`src/rtl/sipo_frame_ctrl.sv`:
```
// Serial frame receiver: start bit, WIDTH data bits LSB first, optional parity, stop bit.
// Good words land in a one-deep holding register with a valid/ready handshake.
module sipo_frame_ctrl #(
  parameter int unsigned WIDTH      = 8,
  parameter int unsigned PARITY_EN  = 1,
  parameter int unsigned PARITY_ODD = 0
) (
  input  logic             clk,
  input  logic             rst,
  input  logic             serial_in,
  input  logic             bit_en,
  output logic [WIDTH-1:0] out_data,
  output logic             out_valid,
  input  logic             out_ready,
  output logic             frame_err,
  output logic             parity_err,
  output logic             overrun,
  output logic             busy
);

  localparam int unsigned CntW = $clog2(WIDTH + 1);

  typedef enum logic [1:0] {StIdle, StShift, StParity, StStop} state_e;

  state_e           r_state;
  state_e           w_state_next;
  logic [CntW-1:0]  r_cnt;
  logic [WIDTH-1:0] r_shift;
  logic             r_par_err;
  logic             w_last_bit;
  logic             w_par_bad;
  logic             w_stop_sample;
  logic             w_good;
  logic             w_load;

  assign w_last_bit = (r_cnt == CntW'(WIDTH - 1));
  assign w_par_bad  = ((^r_shift) ^ serial_in) != (PARITY_ODD != 0);

  always_ff @(posedge clk) begin
    if (rst) begin
      r_state <= StIdle;
    end else begin
      r_state <= w_state_next;
    end
  end

  always_comb begin
    w_state_next = r_state;
    if (bit_en) begin
      unique case (r_state)
        StIdle:   if (!serial_in) w_state_next = StShift;
        StShift:  if (w_last_bit) w_state_next = (PARITY_EN != 0) ? StParity : StStop;
        StParity: w_state_next = StStop;
        StStop:   w_state_next = StIdle;
        default:  w_state_next = StIdle;
      endcase
    end
  end

  always_comb begin
    busy          = (r_state != StIdle);
    w_stop_sample = (r_state == StStop) && bit_en;
    w_good        = w_stop_sample && serial_in && !r_par_err;
    // A word being consumed on this edge frees the slot for the new one
    w_load        = w_good && (!out_valid || out_ready);
  end

  always_ff @(posedge clk) begin
    if (rst) begin
      r_cnt     <= '0;
      r_shift   <= '0;
      r_par_err <= 1'b0;
    end else if (bit_en) begin
      unique case (r_state)
        StIdle: begin
          if (!serial_in) begin
            r_cnt     <= '0;
            r_par_err <= 1'b0;
          end
        end
        StShift: begin
          r_shift <= {serial_in, r_shift[WIDTH-1:1]};
          r_cnt   <= r_cnt + 1'b1;
        end
        StParity: r_par_err <= w_par_bad;
        default: ;
      endcase
    end
  end

  always_ff @(posedge clk) begin
    if (rst) begin
      out_data   <= '0;
      out_valid  <= 1'b0;
      frame_err  <= 1'b0;
      parity_err <= 1'b0;
      overrun    <= 1'b0;
    end else begin
      frame_err  <= w_stop_sample && !serial_in;
      parity_err <= w_stop_sample && serial_in && r_par_err;
      overrun    <= w_good && !w_load;
      if (w_load) begin
        out_data  <= r_shift;
        out_valid <= 1'b1;
      end else if (out_ready) begin
        out_valid <= 1'b0;
      end
    end
  end

endmodule

```
`config.mk`:
```
export PLATFORM = sky130hd
export DESIGN_NAME = sipo_frame_ctrl
export DESIGN_NICKNAME = d
export VERILOG_FILES = /design/src/rtl/sipo_frame_ctrl.sv
export SDC_FILE = /design/constraint.sdc
export NUM_CORES = 1
export LEC_CHECK = 0
export ABC_AREA = 1
export BUFFER_PORTS_ARGS = -buffer_cell sky130_fd_sc_hd__buf_2
export CORE_MARGIN = 1.5
export CORE_UTILIZATION = 28
export DETAILED_ROUTE_END_ITERATION = 6
export GPL_ROUTABILITY_DRIVEN = 0
export SLEW_MARGIN = 20
export SYNTH_ARGS = -nofsm -noshare
export SYNTH_HDL_FRONTEND = slang
export SYNTH_SLANG_ARGS = --single-unit
```
`constraint.sdc`:
```
create_clock -name clk -period 3.1 [get_ports clk]
set_input_delay 0.62 -clock clk [delete_from_list [all_inputs] [get_ports clk]]
set_output_delay 0.62 -clock clk [all_outputs]
set_load 0.05 [all_outputs]
```
==> implementation parameters <==
Parameter                              Value

Power and ir drop
  Power density of the placed cells    503 mW/mm2
  Peak supply drop    0.152 mV
  Post-route total power    705 uW
  Leakage dissipation    0.000605 uW

Worst setup path
  Worst Path Required    2480 ps
  Crit path arrival time    1320 ps
  Nature of the critical path startpoint    flip-flop
  Worst-path fanout max    5
  Type of destination of the critical path    primary output
  Type of the worst setup path    flip-flop to primary output

CTS
  Number of H-tree levels    1
  # hold bufs at CTS    0
  Clock root cell    clkbuf_8
  Resized Gates After CTS    0
  TritonCTS buffer count    3
  Number of setup buffers added after CTS    0
  CTS Buffer Depth    2
  Clock latency reported for the late side of the worst-skew pair    270 ps
  CTS sink count    27
  CTS tree    yes
  Clock slew seen by the registers of the worst setup and hold paths    90 ps

Detailed routing
  Drt via density    4.55
  Routed via count    between 1000 and 1500
  Post-route antenna net violation count    0
  Wire length per cell after detailed routing    10.3 um
  DRC violation count after routing    0
  Length of the first detailed-routing pass in iterations    4
  Starting DRT DRC Count    44
  Final wirelength    2.34 mm

Final layout
  Antenna fix cells    0
  Number of nets in the final layout    185
  Top library cells by usage in the layout, fill and taps aside    dfxtp_1 (27), nand2_1 (26), inv_1 (20), buf_2 (17), a21oi_1 (15)
  Filler Cells Inserted    486
  Layout cell share with drive strength beyond 1    between 10% and 20%
  Most common cell after layout, fill and taps aside    dfxtp_1
  Area added between synthesis and finish    13.0%
  Finished layout cell area    0.00140 mm2

Floorplanning
  Width of the die    69.5 um
  Core Rows    24
  Initial core utilization    28.8%
  Area of the die    0.00483 mm2
  Placeable core region    0.00429 mm2
  Vertical extent of the die    69.5 um
  Ports placed on the boundary    18

STA
  Final Max Tran Viols    0
  Setup repair after global routing missed its margin    false
  Final worst path period need    1940 ps
  Final Cycle Share    62.7%
  Final TNS setup    0 ps
  Fmax    515 MHz
  Worst hold slack    470 ps
  Max transition margin    ~63%
  Final Hold Violating Endpoints    0
  Setup Viol. Count Final    0
  Worst slew pin tran    548 ps
  Largest clock skew in the final design    4.87 ps

Global route
  Wire length of the first global-routing pass    around 4.0 mm
  Number of global-route vias before repair    about 900
  Pin count of the biggest net entering global routing    21
  Most Crowded Layer GR    met2
  Residual overflow from global routing    0
  Global-route total usage across every layer    10.3%
  Met2 Usage GRT    between 10% and 20%
  Met1 usage in global routing    13.1%
  Global-route met3 utilization    between 2 and 2.5%
  Initial antenna violation count    0

Synth
  Fraction of the yosys area taken by sequential cells    43.6%
  Post-Syn Nets    168
  Number of cells produced by synthesis    approximately 160
  Number of distinct library cell variants in the gate-level netlist after synthesis    25
  Synth Cell Area    0.00124 mm2
  Number of synthesized register bits    27
  Number of warnings printed during yosys synthesis    0
  Avg Cell Area, Syn    7.84 um2

Run status
  Outcome    completed

Placement
  Estimated wirelength of the detail-placed design    between 1.5 and 2 mm
  Dpl cell area    0.00135 mm2
  Port buffer count    17

Worst hold path
  Kind of path behind the tightest hold check    flip-flop to flip-flop

Job
  Max capacitance violation total    0
==> path summary, 6_finish.rpt <==
check | start | end | slack (ps) | cells past startpoint
worst max-delay path | r_state[0] | busy | 1160 | 4
worst max register to register | r_state[0] | r_cnt[2] | 1540 | 6
worst min register to register | r_par_err | r_par_err | 470 | 2
worst min-delay path | r_par_err | r_par_err | 470 | 2
==> worst max-delay path, cell delays in order, from the launching register on <==
cell	delay [ps]
dfxtp_1	370
inv_1	80
ha_1	280
inv_1	70
buf_2	250
==> synth_stat cells, drive strengths merged <==
cell | n | area share [%]
nand2 | 26 | 7.9
o21ai | 22 | 9.8
dfxtp | 27 | 44
a21oi | 17 | 7.5
a211oi | 1 | 0.61
a21boi | 1 | 0.91
clkinv | 1 | 0.71
xnor2 | 2 | 1.4
and3 | 1 | 0.51
nand3 | 10 | 5.1
buf | 5 | 2.8
inv | 21 | 6.4
ha | 5 | 5.1
nand3b | 1 | 0.61
nor3 | 5 | 2.4
nor4 | 1 | 0.51
nor2 | 12 | 4.2
==> sequential cells by signal, summed over array words and instances, names as in the netlist <==
name,cells
r_shift,8
overrun,1
r_state,2
r_par_err,1
frame_err,1
r_cnt,4
parity_err,1
out_valid,1
out_data,8
==> metal layers <==
metal,vias up,routed length (um)
met5,-,0
met2,20,966
li1,547,-
met1,456,1190
met4,0,73
met3,6,111
==> cell type report <==
| cell class | count | area [um2] | area share [%] |
|---|---|---|---|
| clock buffers | 3 | 41.3 | 2.95 |
| well taps | 52 | 65.1 | 4.65 |
| flip-flops and latches | 27 | 541 | 38.6 |
| repair buffers | 17 | 85.1 | 6.08 |
| inverters | 22 | 87.6 | 6.26 |
| multi-input cells | 104 | 576 | 41.1 |
| clock inverters | 1 | 5.00 | 0.357 |
==> kinds of logic (layout without fill, tap and decap cells) <==
kind of cell | after synthesis | in the layout | synth area share (%)
AND/OR/NAND/NOR | 56 | 56 | 21.2
AO/OA/AOI/OAI | 41 | 41 | 18.8
flip-flops | 27 | 27 | 43.6
buffers and inverters | 27 | 43 | 9.90
adder cells (fa/ha/maj) | 5 | 5 | 5.05
XOR/XNOR | 2 | 2 | 1.41
==> stage by stage <==
stage	util, %	worst slack (ps)	std cells
detailed placement	31.5	1440	222
global placement	31.5	1470	222
CTS	32.6	1150	226
global route	32.6	1080	226
finish	32.6	1160	226
floorplan	-	1500	158
==> power by group <==
group	switching [uW]	internal (uW)	leakage, uW	total (uW)
combinational	85.8	39.9	0.000361	126
sequential	13.0	362	0.000219	375
clock	114	90.2	0.0000255	204
Note: power is estimated with default switching activity, not from simulation.
